[src/rtl/hazard_unit_pkg.sv]
// hazard_unit_pkg
// Shared definitions for the pipeline hazard controller:
//   - hazState_t : controller state encoding (RUN, MEM_WAIT, HALT)
//   - REG_ZERO   : architectural x0, which never carries a dependency
//   - DEFAULT_MEM_TIMEOUT : default limit on consecutive memory wait cycles
//   - regMatch() : true when an ID operand depends on the register written in EX
package hazard_unit_pkg;

    typedef enum logic [1:0] {
        RUN      = 2'd0,
        MEM_WAIT = 2'd1,
        HALT     = 2'd2
    } hazState_t;

    localparam logic [4:0] REG_ZERO            = 5'd0;
    localparam int         DEFAULT_MEM_TIMEOUT = 64;

    // x0 is hard-wired to zero, so a write to it can never feed a consumer.
    function automatic logic regMatch(input logic       usesReg,
                                      input logic [4:0] idReg,
                                      input logic [4:0] exReg);
        return usesReg && (exReg != REG_ZERO) && (idReg == exReg);
    endfunction

endpackage

[src/rtl/hazard_counter.sv]
// hazard_counter
// Saturating up-counter used for the performance debug counters.
// Ports:
//   clk   : clock
//   clr   : synchronous clear (has priority over inc)
//   inc   : count enable; the value holds at all-ones instead of wrapping
//   count : current count, CNT_W bits
module hazard_counter #(
    parameter int CNT_W = 16
) (
    input  logic             clk,
    input  logic             clr,
    input  logic             inc,
    output logic [CNT_W-1:0] count
);

    logic [CNT_W-1:0] countReg;

    always_ff @(posedge clk) begin
        if (clr) begin
            countReg <= '0;
        end else if (inc && (countReg != {CNT_W{1'b1}})) begin
            countReg <= countReg + 1'b1;
        end
    end

    assign count = countReg;

endmodule

[src/rtl/hazard_unit.sv]
// hazard_unit
// Stall / flush controller for the five-stage pipeline.
// Inputs : clk, rst (synchronous, active high), ID operand fields and use
//          flags (idRS1, idRS2, idUsesRS1, idUsesRS2), the ID/EX load info
//          (exMemRead, exWriteDir), the MEM-stage branch outcome
//          (memBranchTaken) and data memory handshake (memReq, memReady).
// Outputs: pcEn, ifidEn, idexEn, exmemEn register enables; ifidFlush,
//          idexFlush, exmemFlush, memwbFlush bubble inserts; sticky memError
//          timeout flag; saturating stallCount and flushCount.
// Outputs are combinational from state and current inputs; only the state,
// the wait counter, the error flag and the two perf counters are registered.
module hazard_unit
    import hazard_unit_pkg::*;
#(
    parameter int MEM_TIMEOUT = DEFAULT_MEM_TIMEOUT,
    parameter int CNT_W       = 16
) (
    input  logic             clk,
    input  logic             rst,
    input  logic [4:0]       idRS1,
    input  logic [4:0]       idRS2,
    input  logic             idUsesRS1,
    input  logic             idUsesRS2,
    input  logic             exMemRead,
    input  logic [4:0]       exWriteDir,
    input  logic             memBranchTaken,
    input  logic             memReq,
    input  logic             memReady,
    output logic             pcEn,
    output logic             ifidEn,
    output logic             idexEn,
    output logic             exmemEn,
    output logic             ifidFlush,
    output logic             idexFlush,
    output logic             exmemFlush,
    output logic             memwbFlush,
    output logic             memError,
    output logic [CNT_W-1:0] stallCount,
    output logic [CNT_W-1:0] flushCount
);

    localparam int                WAIT_W    = $clog2(MEM_TIMEOUT + 1);
    // Wait count on entry to the last tolerated not-ready cycle.
    localparam logic [WAIT_W-1:0] WAIT_LAST = WAIT_W'(MEM_TIMEOUT - 1);
    // With a limit of one cycle, the very first not-ready cycle already times out.
    localparam bit                HALT_ON_ENTRY = (MEM_TIMEOUT <= 1);

    hazState_t         stateReg, stateNext;
    logic [WAIT_W-1:0] waitCntReg, waitCntNext;
    logic              memErrorReg, memErrorNext;

    logic loadUse;
    logic memStall;     // freeze the pipe for a data memory wait state
    logic applyRun;     // normal branch / load-use rules apply this cycle
    logic halted;
    logic branchFlush;

    assign loadUse = exMemRead &&
                     (regMatch(idUsesRS1, idRS1, exWriteDir) ||
                      regMatch(idUsesRS2, idRS2, exWriteDir));

    always_comb begin
        stateNext    = stateReg;
        waitCntNext  = waitCntReg;
        memErrorNext = memErrorReg;
        memStall     = 1'b0;
        applyRun     = 1'b0;
        halted       = 1'b0;
        unique case (stateReg)
            RUN: begin
                if (memReq && !memReady) begin
                    memStall    = 1'b1;
                    waitCntNext = WAIT_W'(1);
                    if (HALT_ON_ENTRY) begin
                        stateNext    = HALT;
                        memErrorNext = 1'b1;
                    end else begin
                        stateNext = MEM_WAIT;
                    end
                end else begin
                    applyRun = 1'b1;
                end
            end
            MEM_WAIT: begin
                if (!memReady) begin
                    memStall    = 1'b1;
                    waitCntNext = waitCntReg + 1'b1;
                    if (waitCntReg >= WAIT_LAST) begin
                        stateNext    = HALT;
                        memErrorNext = 1'b1;
                    end
                end else begin
                    // Release cycle: the access completes, so the pipe moves
                    // and the ordinary hazard rules decide this cycle.
                    applyRun    = 1'b1;
                    stateNext   = RUN;
                    waitCntNext = '0;
                end
            end
            HALT: begin
                halted = 1'b1;
            end
            default: begin
                stateNext = RUN;
            end
        endcase
    end

    always_comb begin
        pcEn        = 1'b1;
        ifidEn      = 1'b1;
        idexEn      = 1'b1;
        exmemEn     = 1'b1;
        ifidFlush   = 1'b0;
        idexFlush   = 1'b0;
        exmemFlush  = 1'b0;
        memwbFlush  = 1'b0;
        branchFlush = 1'b0;
        if (rst || halted) begin
            pcEn    = 1'b0;
            ifidEn  = 1'b0;
            idexEn  = 1'b0;
            exmemEn = 1'b0;
        end else if (memStall) begin
            pcEn       = 1'b0;
            ifidEn     = 1'b0;
            idexEn     = 1'b0;
            exmemEn    = 1'b0;
            memwbFlush = 1'b1;
        end else if (applyRun && memBranchTaken) begin
            // Squash the three wrong-path instructions; the PC loads the target.
            ifidFlush   = 1'b1;
            idexFlush   = 1'b1;
            exmemFlush  = 1'b1;
            branchFlush = 1'b1;
        end else if (applyRun && loadUse) begin
            // Hold PC and IF/ID, bubble into ID/EX; the load still moves to MEM.
            pcEn      = 1'b0;
            ifidEn    = 1'b0;
            idexFlush = 1'b1;
        end
    end

    always_ff @(posedge clk) begin
        if (rst) begin
            stateReg    <= RUN;
            waitCntReg  <= '0;
            memErrorReg <= 1'b0;
        end else begin
            stateReg    <= stateNext;
            waitCntReg  <= waitCntNext;
            memErrorReg <= memErrorNext;
        end
    end

    assign memError = memErrorReg && !rst;

    hazard_counter #(.CNT_W(CNT_W)) stallCounter (
        .clk   (clk),
        .clr   (rst),
        .inc   (!pcEn && !rst),
        .count (stallCount)
    );

    hazard_counter #(.CNT_W(CNT_W)) flushCounter (
        .clk   (clk),
        .clr   (rst),
        .inc   (branchFlush),
        .count (flushCount)
    );

endmodule

[config.mk]
export PLATFORM = sky130hd
export DESIGN_NAME = hazard_unit
export DESIGN_NICKNAME = d
export VERILOG_FILES = /design/src/rtl/hazard_unit_pkg.sv /design/src/rtl/hazard_counter.sv /design/src/rtl/hazard_unit.sv
export SDC_FILE = /design/constraint.sdc
export NUM_CORES = 1
export LEC_CHECK = 0
export BUFFER_PORTS_ARGS = -buffer_cell sky130_fd_sc_hd__buf_4
export CAP_MARGIN = 20
export CELL_PAD_IN_SITES_DETAIL_PLACEMENT = 0
export CELL_PAD_IN_SITES_GLOBAL_PLACEMENT = 1
export CORE_ASPECT_RATIO = 1.1
export CORE_UTILIZATION = 37
export DETAILED_ROUTE_END_ITERATION = 16
export MAX_ROUTING_LAYER = met4
export PLACE_DENSITY = 0.85
export SETUP_SLACK_MARGIN = 0.02
export SLEW_MARGIN = 0
export SYNTH_ARGS = -nofsm -noshare
export SYNTH_HDL_FRONTEND = slang
export SYNTH_SLANG_ARGS = --single-unit
[constraint.sdc]
create_clock -name clk -period 2.8 [get_ports clk]
set_input_delay 0.84 -clock clk [delete_from_list [all_inputs] [get_ports clk]]
set_output_delay 0.84 -clock clk [all_outputs]
set_load 0.05 [all_outputs]
* Word level (Yosys, flattened, before mapping)
Cells that the tools add are included.
** Storage, ports and cells
- Input bits :: 23
- Output and inout port bits :: 41
- Register bits after elaboration :: 42
** Cells by class
- $add $sub $neg :: 3
- Bitwise gates (word level) :: 2
- Muxes and demuxes :: 29
- Reductions and logical operators :: 23
- $lt $le $gt $ge :: 1
- Equality and inequality tests :: 8
** Operator list (count)
- 16-bit by 1-bit adder with 16-bit output, second input constant :: 2
- 16-bit inequality test, second input constant :: 2
- 1-bit two-way mux :: 20
- 7-bit two-way mux :: 2
- 7-bit case mux with 2 select lines :: 1
- 1-bit logical AND :: 12
- 5-bit == test :: 2
- 7-bit by 1-bit adder with 7-bit output, second input constant :: 1
- 7-bit by 6-bit >= comparator with 1-bit output, second input constant :: 1
- 2-bit two-way mux :: 3
- 2-bit case mux with 3 select lines :: 1
- 3-bit AND reduction :: 2
- 5-bit nonzero test :: 1
- 1-bit case mux with 2 select lines :: 2
- 1-bit zero test :: 3
- 3-bit inequality test, second input constant :: 1
- 2-bit by 1-bit == test with 1-bit output, second input constant :: 1
- 2-bit == test, second input constant :: 1
- 2-bit zero test :: 1
- 1-bit logical OR :: 2
- 2-bit inequality test, second input constant :: 1
- 1-bit NOT :: 2
- 2-bit AND reduction :: 1
- 2-bit nonzero test :: 1

* Logic depth before layout (Yosys ltp)
- Word-level depth :: 13
- Mapped depth :: 9
- Depth with buffers taken out :: 7

* Hierarchy
From an unflattened synthesis, not the netlist that was laid out.
** Second synthesis, totals
- Cells, all modules :: 283
- Area total of the unflattened synthesis :: 2406.1 um^2
** By module, submodules not included
- hazard_counter :: sequential area each 320.3 um^2, instances 2, area each 848.3 um^2, cells each 99
- hazard_unit :: sequential area each 200.2 um^2, instances 1, area each 709.4 um^2, cells each 85

* Least setup slack after synthesis
No wires, ideal clock.
- Path kind :: input-to-output
- Start point :: input memReq
- End point :: output pcEn
- Buffers on the path :: 1
- Stages on the path :: 5
- Slack :: -896 ps
- Data required time :: 1960 ps
- Arrival time :: 2856 ps
- Path through :: nor2_1 -> o21ai_1 -> a21oi_1 -> o31a_1 -> buf_4
** On the way
- Word-level cells in the longest chain between the ends :: 8
- Elaborated cells between the ends (all ways) :: 11
- Classes of those cells :: mux: 8; reduce/logical: 3
** Ends and longest elaborated chain
- from (decl) :: line hazard_unit.sv:27 : input logic memReq,
- 1-bit logical AND * :: line hazard_unit.sv:71 : if (memReq && !memReady) begin
- 1-bit two-way mux :: line hazard_unit.sv:71
- 1-bit case mux with 2 select lines :: line hazard_unit.sv:69 : unique case (stateReg)
- 1-bit logical AND :: line hazard_unit.sv:136 : end else if (applyRun && loadUse) begin
- 1-bit two-way mux (2 in series)
- 1-bit two-way mux * (2 in series)
- to (decl) :: line hazard_unit.sv:29 : output logic pcEn,
Every way passes the cells marked *; elsewhere a longest branch is shown, timed or not.

* Final worst setup path
- Start point :: input exWriteDir[4]
- End point :: output ifidEn
** On the way
- Word-level cells in the longest chain between the ends :: 10
- Elaborated cells between the ends (all ways) :: 14
- Classes of those cells :: eq/ne: 2; mux: 4; reduce/logical: 8
** Ends and longest elaborated chain
- from (decl) :: line hazard_unit.sv:25 : input logic [4:0] exWriteDir,
- 5-bit nonzero test :: line hazard_unit_pkg.sv:22 : return usesReg && (exReg != REG_ZERO) && (idReg == exReg);
- 1-bit logical AND (2 in series) :: line hazard_unit_pkg.sv:22
- 1-bit logical OR * :: line hazard_unit.sv:59 : (regMatch(idUsesRS1, idRS1, exWriteDir) ||
- 1-bit logical AND * :: line hazard_unit.sv:58 : assign loadUse = exMemRead &&
- 1-bit logical AND * :: line hazard_unit.sv:136
- 1-bit two-way mux * :: line hazard_unit.sv:136
- 1-bit two-way mux * :: line hazard_unit.sv:130 : end else if (applyRun && memBranchTaken) begin
- 1-bit two-way mux * :: line hazard_unit.sv:124 : end else if (memStall) begin
- 1-bit two-way mux * :: line hazard_unit.sv:119 : if (rst || halted) begin
- to (decl) :: line hazard_unit.sv:30 : output logic ifidEn,
Marks and branches as above.

==> metrics.md <==
| Metric | Value |
|---|---|
| Status | `finished, violations left` |
| Failing checks | `negative setup slack` |
| Largest net degree at the start of global routing | `48` |
| Tcrit/Tclk final | `104%` |
| Max Clock Skew | `0.00551 ns` |
| Num rows | `29` |
| Crit path DAT | `2.08 ns` |
| Post-synth EDFFs | `0` |
| Routed Antenna Nets | `0` |
| Sequential cell area fraction in the yosys report | `38.1%` |
| Dpl hpwl | `3.70 mm` |
| Ys flop type | `dfxtp_1` |
| Nets@finish | `369` |
| Core area | `5770 sq um` |
| IO buf count | `63` |
| Starting Density | `38.3%` |
| Placed inst area | `2870 sq um` |
| Number of global-route vias before repair | `2018` |
| Worst endpoint required time | `1.96 ns` |
| Final setup violation count | `3` |
| Slew HR | `53.7%` |
| Slowest CP cell | `or4_4` |
| Fmax achieved | `343 MHz` |
| Global route overflow | `0` |
| Hold Crit Class | `reg2reg` |
| Design Area, Final | `3090 sq um` |
| Final Hold Fails | `0` |
| Synth Warn # | `0` |
| Delay-heaviest family, CP | `simple AND/OR/NAND/NOR gates` |
| Synth-to-Final Area Change | `40.1%` |
| Buf/Inv on CP | `2` |
| Die Y | `83.0 um` |
| Initial antenna violation count | `0` |
| Residual DRC | `0` |
| Post-Syn Area per Cell | `8.20 sq um` |
| Utilization after layout | `53.6%` |
| Seq cells post-synth | `42` |
| Cell mode on critical path | `buf_8` |
| Worst-path cell chain | `buf_8 -> or4_4 -> o21ai_2 -> nand2b_4 -> o31a_4 -> buf_8` |
| Syn Nets | `295` |
| Crit path launch type | `input pin` |
| Critical path class | `in2out` |
| Post-Syn Area | `2210 sq um` |
| 1st-iter DRT viols | `63` |
| Routed length per instance | `12.5 um` |
| CTS tree | `yes` |
| DRT Pass-1 Iters | `4` |
| Ports | `64` |
| CTS H-tree depth | `2` |
| Reg2reg setup slack | `0.49 ns` |
| Die X-Extent | `75.6 um` |
| Ratio of cells with drive above 1 in the final layout | `30.8%` |
| Worst IR Drop VDD | `0.000187 V` |
| Setup WS post-layout | `-0.118 ns` |
| Max stage delay on crit path | `0.53 ns` |
| Vias per inst | `5.24` |
| Fin. max-slew vios | `0` |
| Actual slew at the worst max-slew pin | `0.689 ns` |
| Tmin final | `2.92 ns` |
| Unrepaired setup endpoints after global routing | `true` |
| Worst-skew pair later-pin latency | `0.30 ns` |
| # diodes | `0` |
| PwrDens | `407 nW/um^2` |
| Worst Hold Margin | `0.465 ns` |
| Vias | `2204` |
| Placer congestion estimate | `0.793` |
| DIE AREA | `6280 sq um` |
| Cts bufs inserted | `5` |
| Total of max-cap violations | `0` |
| First-pass GRT wire length | `8.56 mm` |
| Post-synth cell types | `40` |
| CTS clk-pin slew, worst paths | `0.08 ns` |
| Synth Instances | `269` |
| # clock sinks | `42` |
| Clock buffer depth | `2` |
| Clock root buffer | `clkbuf_8` |
| CP endpoint kind | `primary output` |
| Worst-path fanout max | `3` |
| Final Routed Wirelength | `5.26 mm` |
| GRT Total Usage | `17.8%` |
| Post-synthesis async set-or-reset flop share | `0%` |
| Pleak | `1.21 nW` |
[path summary, 6_finish.rpt]
check	startpoint	endpoint	cells after the start
max	exWriteDir[4]	ifidEn	6
min	memErrorReg$_SDFFE_PP0P_	memErrorReg$_SDFFE_PP0P_	2
max reg2reg	stallCounter.count[0]$_SDFFE_PP0P_	stallCounter.count[1]$_SDFFE_PP0P_	9
min reg2reg	memErrorReg$_SDFFE_PP0P_	memErrorReg$_SDFFE_PP0P_	2
[where the power goes]
group / switching, W / internal, W
registers: 0.0000117 / 0.000605
logic: 0.000125 / 0.000104
clock network: 0.000214 / 0.000198
total: 0.000350 / 0.000907
[cells by family after synthesis]
| family | count (synthesis) | synth area share (%) |
|---|---|---|
| compound gates | 55 | 14.2 |
| xor+xnor | 28 | 11.1 |
| fa+ha+maj | 3 | 1.70 |
| buf+inv | 22 | 4.82 |
| flops | 42 | 38.1 |
| mux | 2 | 0.907 |
| simple gates | 117 | 29.1 |
[worst register-to-register path, stage by stage, from the launching register on]
cell and delay [ns]:
dfxtp_1 0.42, ha_1 0.20, nand3_1 0.17, nor4_1 0.50, a2111oi_1 0.16, a21oi_1 0.22, buf_4 0.18, buf_12 0.12
mux2i_1 0.18, nor2_1 0.06
[metrics by stage]
step	setup WS (ns)	std cells	TNS, ns	total power [W]
6_report	-0.118	421	-0.289	0.00126
5_1_grt	-0.156	421	-0.405	0.00132
4_1_cts	-0.127	419	-0.313	0.00126
3_5_place_dp	-0.224	407	-0.643	0.000833
3_3_place_gp	-0.174	407	-0.485	0.000830
2_1_floorplan	-0.120	269	-0.251	0.000764
[layout make-up]
class,count,area (sq um)
inverter,9,37.5
clock inverter,2,12.5
tap,77,96.3
fill,552,2680
clock buffer,6,82.6
multi-input combinational,205,1340
timing repair buffer,80,684
sequential,42,841
[Yosys cell counts (all sizes together), types with 2 or more instances]
cell / n / area (sq um)
nand2: 16 / 60.1
and4: 2 / 17.5
xor2: 14 / 123
a22oi: 2 / 15.0
nand3: 14 / 70.1
nand2b: 2 / 12.5
buf: 6 / 46.3
a21oi: 23 / 115
a211oi: 2 / 15.0
or3: 13 / 81.3
o21ai: 20 / 100
xnor2: 14 / 123
and2: 3 / 18.8
or4: 3 / 26.3
nor3: 9 / 56.3
nor2: 27 / 101
a311oi: 2 / 17.5
clkbuf: 7 / 26.3
inv: 9 / 33.8
mux2i: 2 / 20.0
nor4: 6 / 58.8
and3: 8 / 50.1
nand4: 12 / 75.1
dfxtp: 42 / 841
ha: 3 / 37.5
[per-layer routing]
| layer | track usage, % | up-vias | wire length [um] |
|---|---|---|---|
| met2 | 29.4 | 57 | 2540 |
| met1 | 21.0 | 1029 | 2410 |
| met5 | - | - | 0 |
| met4 | 6.90 | 0 | 90 |
| met3 | 3.16 | 7 | 224 |
| li1 | - | 1111 | - |
[registers in the layout, summed over array words and instances (netlist names)]
name	flops
waitCntReg	7
flushCounter.count	16
stallCounter.count	16
memErrorReg	1
stateReg	2
[cells in the final DEF (no fill, tap or decap), types with 12 or more instances in the layout]
master,netlist,routed
buf_4,4,70
dfxtp_1,42,42
nor2_1,27,27
a21oi_1,23,22
nand2_1,16,16
nand3_1,14,14
xor2_1,14,14
xnor2_1,14,13
or3_1,13,13
nand4_1,12,12
o21ai_0,12,12
[repair_timing]
item                                    in CTS  in global routing
cloned                                       0                  1
buffers inserted                             4                  2
hold buffers                                 0                  0
endpoints found under the setup margin       5                  9
pin swaps                                    4                  3
gates resized for setup                     12                  5
No activity file was read; power rests on OpenSTA's default activity.
